`config.mk`:
```
export PLATFORM = sky130hd
export DESIGN_NAME = mem_access_stage
export DESIGN_NICKNAME = d
export VERILOG_FILES = /design/src/rtl/mem_access_stage_pkg.sv /design/src/rtl/load_extend.sv /design/src/rtl/mem_access_stage.sv
export SDC_FILE = /design/constraint.sdc
export NUM_CORES = 1
export LEC_CHECK = 0
export ABC_AREA = 1
export CORE_MARGIN = 5
export CORE_UTILIZATION = 41
export DETAILED_ROUTE_END_ITERATION = 8
export GPL_ROUTABILITY_DRIVEN = 0
export GPL_TIMING_DRIVEN = 1
export PLACE_DENSITY = 0.71
export SYNTH_ARGS = -nofsm -noshare
export SYNTH_HDL_FRONTEND = slang
export SYNTH_SLANG_ARGS = --single-unit
```
`constraint.sdc`:
```
create_clock -name clk -period 3.97 [get_ports clk]
set_clock_uncertainty 0.05 [all_clocks]
set_input_delay 0.794 -clock clk [delete_from_list [all_inputs] [get_ports clk]]
set_output_delay 0.794 -clock clk [all_outputs]
set_load 0.01 [all_outputs]
```
`src/rtl/mem_access_stage_pkg.sv`:
```
// Shared ISA definitions for the MEM stage: widths, load/store opcodes, exception codes and the
// memory-op decoder.
package mem_access_stage_pkg;

  localparam int unsigned WordW = 32;
  localparam int unsigned RegW  = 5;

  localparam logic [5:0] OpLb  = 6'h20;
  localparam logic [5:0] OpLh  = 6'h21;
  localparam logic [5:0] OpLw  = 6'h23;
  localparam logic [5:0] OpLbu = 6'h24;
  localparam logic [5:0] OpLhu = 6'h25;
  localparam logic [5:0] OpSb  = 6'h28;
  localparam logic [5:0] OpSh  = 6'h29;
  localparam logic [5:0] OpSw  = 6'h2B;

  typedef enum logic [1:0] {
    ExcNone       = 2'b00,
    ExcMisaligned = 2'b01,
    ExcBusTimeout = 2'b10
  } except_e;

  typedef enum logic [1:0] {
    SzByte = 2'b00,
    SzHalf = 2'b01,
    SzWord = 2'b10
  } size_e;

  typedef enum logic {
    StIdle = 1'b0,
    StWait = 1'b1
  } state_e;

  typedef struct packed {
    logic  is_load;
    logic  is_store;
    size_e size;
    logic  sign_ext;
  } mem_op_t;

  function automatic mem_op_t decode_op(input logic [5:0] opcode);
    mem_op_t op;
    op.is_load  = 1'b0;
    op.is_store = 1'b0;
    op.size     = SzWord;
    op.sign_ext = 1'b0;
    case (opcode)
      OpLb:    begin op.is_load = 1'b1;  op.size = SzByte; op.sign_ext = 1'b1; end
      OpLh:    begin op.is_load = 1'b1;  op.size = SzHalf; op.sign_ext = 1'b1; end
      OpLw:    begin op.is_load = 1'b1;  op.size = SzWord; end
      OpLbu:   begin op.is_load = 1'b1;  op.size = SzByte; end
      OpLhu:   begin op.is_load = 1'b1;  op.size = SzHalf; end
      OpSb:    begin op.is_store = 1'b1; op.size = SzByte; end
      OpSh:    begin op.is_store = 1'b1; op.size = SzHalf; end
      OpSw:    begin op.is_store = 1'b1; op.size = SzWord; end
      default: ;
    endcase
    return op;
  endfunction

endpackage

```
`src/rtl/load_extend.sv`:
```
// Picks the addressed byte/halfword lane out of the read word and sign- or zero-extends it.
module load_extend
  import mem_access_stage_pkg::*;
(
  input  logic [WordW-1:0] rdata,
  input  logic [1:0]       lane,
  input  size_e            size,
  input  logic             sign_ext,
  output logic [WordW-1:0] data
);

  logic [7:0]  byte_sel;
  logic [15:0] half_sel;

  always_comb begin
    byte_sel = rdata[7:0];
    unique case (lane)
      2'd0: byte_sel = rdata[7:0];
      2'd1: byte_sel = rdata[15:8];
      2'd2: byte_sel = rdata[23:16];
      2'd3: byte_sel = rdata[31:24];
    endcase
    half_sel = lane[1] ? rdata[31:16] : rdata[15:0];

    data = rdata;
    case (size)
      SzByte:  data = {{24{sign_ext & byte_sel[7]}}, byte_sel};
      SzHalf:  data = {{16{sign_ext & half_sel[15]}}, half_sel};
      default: data = rdata;
    endcase
  end

endmodule

```
`src/rtl/mem_access_stage.sv`:
```
// MEM pipeline stage: issues data-bus loads/stores, stalls upstream while waiting for an ack,
// flags misaligned and timed-out accesses, and loads the WB stage register.
module mem_access_stage
  import mem_access_stage_pkg::*;
#(
  parameter int unsigned TIMEOUT = 255
) (
  input  logic             clk,
  input  logic             reset,
  input  logic             memValid,
  input  logic             memFlush,
  input  logic [WordW-1:0] memNewPC,
  input  logic [WordW-1:0] memInstruction,
  input  logic [WordW-1:0] memAluOut,
  input  logic [WordW-1:0] memMemWriteData,
  input  logic [RegW-1:0]  memWriteReg,
  output logic             memStall,
  output logic             dmemReq,
  output logic             dmemWe,
  output logic [WordW-1:0] dmemAddr,
  output logic [3:0]       dmemByteEn,
  output logic [WordW-1:0] dmemWData,
  input  logic [WordW-1:0] dmemRData,
  input  logic             dmemAck,
  output logic             wbValid,
  output logic [WordW-1:0] wbNewPC,
  output logic [WordW-1:0] wbInstruction,
  output logic [WordW-1:0] wbAluOut,
  output logic [WordW-1:0] wbMemData,
  output logic [RegW-1:0]  wbWriteReg,
  output logic [1:0]       wbExcept
);

  localparam logic [7:0] TimeoutLim = 8'(TIMEOUT - 1);

  state_e           state_q;
  logic [7:0]       cnt_q;
  logic             kill_q;
  logic [WordW-1:0] pc_q, instr_q, alu_q, sdata_q;
  logic [RegW-1:0]  wreg_q;

  logic             wb_valid_q;
  logic [WordW-1:0] wb_pc_q, wb_instr_q, wb_alu_q, wb_mdata_q;
  logic [RegW-1:0]  wb_wreg_q;
  except_e          wb_except_q;

  logic             in_wait;
  logic [WordW-1:0] src_pc, src_instr, src_alu, src_sdata;
  logic [RegW-1:0]  src_wreg;
  mem_op_t          op;
  logic             is_mem, misaligned, live_idle, req, timeout;
  logic             pass_idle, done_ack, done_to, finish, discard;
  except_e          exc;
  logic [3:0]       be;
  logic [WordW-1:0] wdata, load_data;

  assign in_wait = (state_q == StWait);

  // While waiting, everything comes from the copy taken at issue so the bus stays stable even if
  // the MEM register is flushed underneath us.
  always_comb begin
    if (in_wait) begin
      src_pc    = pc_q;
      src_instr = instr_q;
      src_alu   = alu_q;
      src_sdata = sdata_q;
      src_wreg  = wreg_q;
    end else begin
      src_pc    = memNewPC;
      src_instr = memInstruction;
      src_alu   = memAluOut;
      src_sdata = memMemWriteData;
      src_wreg  = memWriteReg;
    end
  end

  assign op         = decode_op(src_instr[31:26]);
  assign is_mem     = op.is_load | op.is_store;
  assign misaligned = is_mem & (((op.size == SzHalf) & src_alu[0]) |
                                ((op.size == SzWord) & (src_alu[1:0] != 2'b00)));
  assign live_idle  = ~in_wait & memValid & ~memFlush;
  assign req        = in_wait | (live_idle & is_mem & ~misaligned);
  assign timeout    = in_wait & (cnt_q == TimeoutLim);

  assign pass_idle = live_idle & ~(is_mem & ~misaligned);
  assign done_ack  = req & dmemAck;
  assign done_to   = timeout & ~dmemAck;
  assign finish    = pass_idle | done_ack | done_to;
  assign discard   = in_wait & (kill_q | memFlush);

  always_comb begin
    exc = ExcNone;
    if (pass_idle && misaligned) begin
      exc = ExcMisaligned;
    end else if (done_to) begin
      exc = ExcBusTimeout;
    end
  end

  always_comb begin
    be    = 4'b1111;
    wdata = src_sdata;
    case (op.size)
      SzByte: begin
        be    = 4'b0001 << src_alu[1:0];
        wdata = {4{src_sdata[7:0]}};
      end
      SzHalf: begin
        be    = src_alu[1] ? 4'b1100 : 4'b0011;
        wdata = {2{src_sdata[15:0]}};
      end
      default: ;
    endcase
  end

  load_extend u_load_extend (
    .rdata    (dmemRData),
    .lane     (src_alu[1:0]),
    .size     (op.size),
    .sign_ext (op.sign_ext),
    .data     (load_data)
  );

  assign memStall   = req & ~(dmemAck | timeout);
  assign dmemReq    = req;
  assign dmemWe     = req & op.is_store;
  assign dmemAddr   = {src_alu[31:2], 2'b00};
  assign dmemByteEn = req ? be : 4'b0000;
  assign dmemWData  = wdata;

  always_ff @(posedge clk) begin
    if (reset) begin
      state_q     <= StIdle;
      cnt_q       <= '0;
      kill_q      <= 1'b0;
      pc_q        <= '0;
      instr_q     <= '0;
      alu_q       <= '0;
      sdata_q     <= '0;
      wreg_q      <= '0;
      wb_valid_q  <= 1'b0;
      wb_pc_q     <= '0;
      wb_instr_q  <= '0;
      wb_alu_q    <= '0;
      wb_mdata_q  <= '0;
      wb_wreg_q   <= '0;
      wb_except_q <= ExcNone;
    end else begin
      wb_valid_q <= finish & ~discard;
      if (finish) begin
        wb_pc_q     <= src_pc;
        wb_instr_q  <= src_instr;
        wb_alu_q    <= src_alu;
        wb_mdata_q  <= (done_ack && op.is_load) ? load_data : '0;
        wb_wreg_q   <= (exc == ExcNone) ? src_wreg : '0;
        wb_except_q <= exc;
      end

      unique case (state_q)
        StIdle: begin
          if (req && !dmemAck) begin
            state_q <= StWait;
            cnt_q   <= '0;
            kill_q  <= 1'b0;
            pc_q    <= memNewPC;
            instr_q <= memInstruction;
            alu_q   <= memAluOut;
            sdata_q <= memMemWriteData;
            wreg_q  <= memWriteReg;
          end
        end
        StWait: begin
          if (dmemAck || timeout) begin
            state_q <= StIdle;
          end else begin
            cnt_q  <= cnt_q + 8'd1;
            kill_q <= kill_q | memFlush;
          end
        end
      endcase
    end
  end

  assign wbValid       = wb_valid_q;
  assign wbNewPC       = wb_pc_q;
  assign wbInstruction = wb_instr_q;
  assign wbAluOut      = wb_alu_q;
  assign wbMemData     = wb_mdata_q;
  assign wbWriteReg    = wb_wreg_q;
  assign wbExcept      = wb_except_q;

endmodule

```
==> run metrics <==
async set-reset flop share out of synthesis 0%; core box area 30700 sq um; area growth from synthesis to layout 39.2%; top-area cell type share of the netlist area 43.8%; worst-margin pin slew 0.956 ns; number of endpoints failing setup at the final stage 0; Routed WL per cell about 16 um; global-route wire length before repair 68500 um; minimum clock period 3.94 ns; worst vdd ir 0.000301 V; P_leak 7.80 nW; syn avg cell area 6.56 sq um; Syn Std Cell Area 12700 sq um; RSZ-0062 raised after global routing true; post-route clock period utilization approximately 99%; Clock Path Buffers 3; IO Pins 377; hpwl dp 29100 um; reg-to-reg critical path startpoint in_wait; Worst path most repeated cell nand2_1; via count between 10000 and 15000; Post-synth EDFFs 0; worst-skew pair later-pin latency 0.56 ns; met3 Use GR 6.71%; Crit. End Element primary output; Worst Hold End wbMemData[3]; total clock sinks 279; critical path launch point type input pin; R2R depth 13; P per Cell Area between 300 and 400 nW/um^2; die width 186 um; min-delay src wbMemData[3]; Critical Path Fanout Max 8; Die Area 34700 sq um; largest net degree at the start of global routing 121; CTS clk-pin slew, worst paths 0.06 ns; synth top area cells dfxtp_1, nand2_1, nor2_1; dpl cell area 16600 sq um; router iterations before antenna repair 5; grt ovf 0; Synth area leader dfxtp_1; DRC viols 0; share of cells above drive strength 1 6.06%; DRT iter0 DRCs 864; WP data arrival approximately 3.1 ns; status complete, no violations; hold_buf cts 0; Yosys Warn Count 0; met1 Resource Use GR between 20 and 30%; Yosys reg bits around 280; crit-path cells clkdlybuf4s50_1, inv_1, nand2_1, nand2_1, nor2_1, nand3_1, nand2_1, clkinvlp_4, o221ai_1, clkdlybuf4s50_1; # nets final 2410; Max stage delay on crit path 0.59 ns; final wirelength 42800 um; hold crit path type flop to flop; M2 GR Usage 38.7%; fmax roughly 250 MHz; post-layout util 57.9%; post-synthesis sequential area ratio a little over two fifths; Root Buffer clkbuf_16; Hold Vio Cnt, Final 0; Max Cap Viol 0; CTS tree built; vias per inst ~5.0; worst-case headroom to the max-slew limit 36.2%; antenna viol nets, final 0; hold depth 2; Synth Flop Type dfxtp_1; worst setup path class input pin to primary output; slowest CP cell clkdlybuf4s50_1; max-slew violation total from the final report 0; Die Y about 190 um; post-synthesis cell type count 35; Rows 64; endpoint required time on the critical path 3.13 ns; grt peak-use layer met2; H-Tree Depth 1; R2R Path End sdata_q[2]; Initial Utilization 41.6%; Finished Cell Area 17700 sq um; cells after synthesis a little under 2000; # port buffers 374; initial antenna violation count 3; top cells by count, synth nand2_1, nor2_1, dfxtp_1; most frequent cell after synthesis nand2_1; total track usage 23.4%; cts bufs inserted 31; vias in the first global route 12803; Worst R2R Setup Slack 0.73 ns
[through the flow]
| step | total power, W | hold slack (ns) | TNS (ns) | std cells | setup slack [ns] |
|---|---|---|---|---|---|
| global placement | 0.00385 | 0.381 | 0 | 2596 | 0.0911 |
| finish | 0.00681 | 0.395 | 0 | 2656 | 0.0312 |
| detailed placement | 0.00386 | 0.382 | 0 | 2596 | 0.0619 |
| global route | 0.00708 | 0.408 | -0.282 | 2656 | -0.0838 |
| floorplan | 0.00336 | 0.379 | 0 | 1944 | 1.04 |
| CTS | 0.00688 | 0.396 | 0 | 2651 | 0.0153 |
[per-layer routing]
metal / up-vias / wire, um
li1: 6643 / -
met3: 91 / 3940
met5: - / 21
met2: 539 / 19500
met1: 5941 / 17900
met4: 4 / 1470
[cell families (layout without fill, tap and decap cells)]
group,Yosys count,in the layout,share of synthesized area [%]
compound gates,211,211,9.00
simple gates,1248,1248,38.9
buf+inv,192,507,7.31
flops,279,279,43.8
other cells,1,3,0.0294
fa+ha+maj,2,2,0.196
xor+xnor,2,2,0.137
mux,8,8,0.628
[flip-flops by register name, summed over array words and instances (netlist names), 2 cells and up]
signal and cells:
wbNewPC 32, sdata_q 32, wreg_q 5, cnt_q 8
pc_q 32, instr_q 32, wbExcept 2, wbAluOut 32
wbWriteReg 5, alu_q 32, wbMemData 32, wbInstruction 32
[area by class of cell]
cell class / instances / area [sq um]
Fill cell: 2903 / 12900
Multi-Input combinational cell: 1473 / 6260
Sequential cell: 279 / 5590
Timing Repair Buffer: 412 / 4150
Clock buffer: 48 / 970
Tap cell: 396 / 495
Inverter: 41 / 165
Clock inverter: 6 / 111
Antenna cell: 1 / 2.50
[layout by cell type (no fill, tap or decap), types with 2 or more instances in the layout]
| cell | synthesis | final |
|---|---|---|
| nand2_1 | 790 | 789 |
| clkdlybuf4s50_1 | 0 | 367 |
| nor2_1 | 331 | 331 |
| dfxtp_1 | 279 | 278 |
| o21ai_0 | 160 | 160 |
| nand3_1 | 59 | 59 |
| inv_1 | 37 | 35 |
| clkbuf_16 | 0 | 31 |
| buf_4 | 46 | 29 |
| or2_2 | 24 | 24 |
| nand3b_1 | 17 | 17 |
| a21oi_1 | 17 | 17 |
| clkbuf_8 | 0 | 13 |
| nand4_1 | 12 | 12 |
| mux2i_1 | 8 | 8 |
| o221ai_1 | 8 | 8 |
| a31oi_1 | 8 | 8 |
| buf_12 | 0 | 8 |
| o211ai_1 | 7 | 7 |
| dlymetal6s2s_1 | 0 | 7 |
| nand2_2 | 6 | 6 |
| o21ai_1 | 5 | 5 |
| nor2_2 | 5 | 4 |
| clkbuf_1 | 75 | 4 |
| inv_4 | 0 | 3 |
| bufinv_16 | 0 | 3 |
| nand3_2 | 2 | 2 |
| xor2_1 | 2 | 2 |
| nor3_1 | 2 | 2 |
| a21oi_4 | 1 | 2 |
| ha_1 | 2 | 2 |
| conb_1 | 1 | 2 |
| clkinv_2 | 0 | 2 |
[what timing repair did]
item | in CTS | in global routing
resized for setup | 0 | 9
gates cloned | 0 | 0
buffers inserted | 1 | 4
setup endpoints to repair | 15 | 9
[worst max-delay path by stage]
stage,start,endpoint,slack [ns],cells past startpoint
after floorplan,memInstruction[28],dmemByteEn[0],1.04,10
after global placement,memInstruction[28],dmemWData[22],0.09,11
after detailed placement,memInstruction[28],dmemWData[22],0.06,11
after CTS,in_wait,dmemWData[22],0.02,10
after global routing,memInstruction[29],dmemWData[26],-0.08,11
final,memInstruction[26],dmemWData[24],0.03,10
[report_power, final]
part | switching, W | leakage, nW | internal [W]
clock network | 0.00115 | 0.536 | 0.00186
registers | 0.0000401 | 2.26 | 0.00287
logic | 0.000431 | 5.00 | 0.000457
[critical path, delay by kind of cell]
kind | cells | cell delay [ns]
simple gates | 5 | 0.63
compound gates | 1 | 0.29
buf+inv | 4 | 1.36
Note: power is estimated with default switching activity, not from simulation.
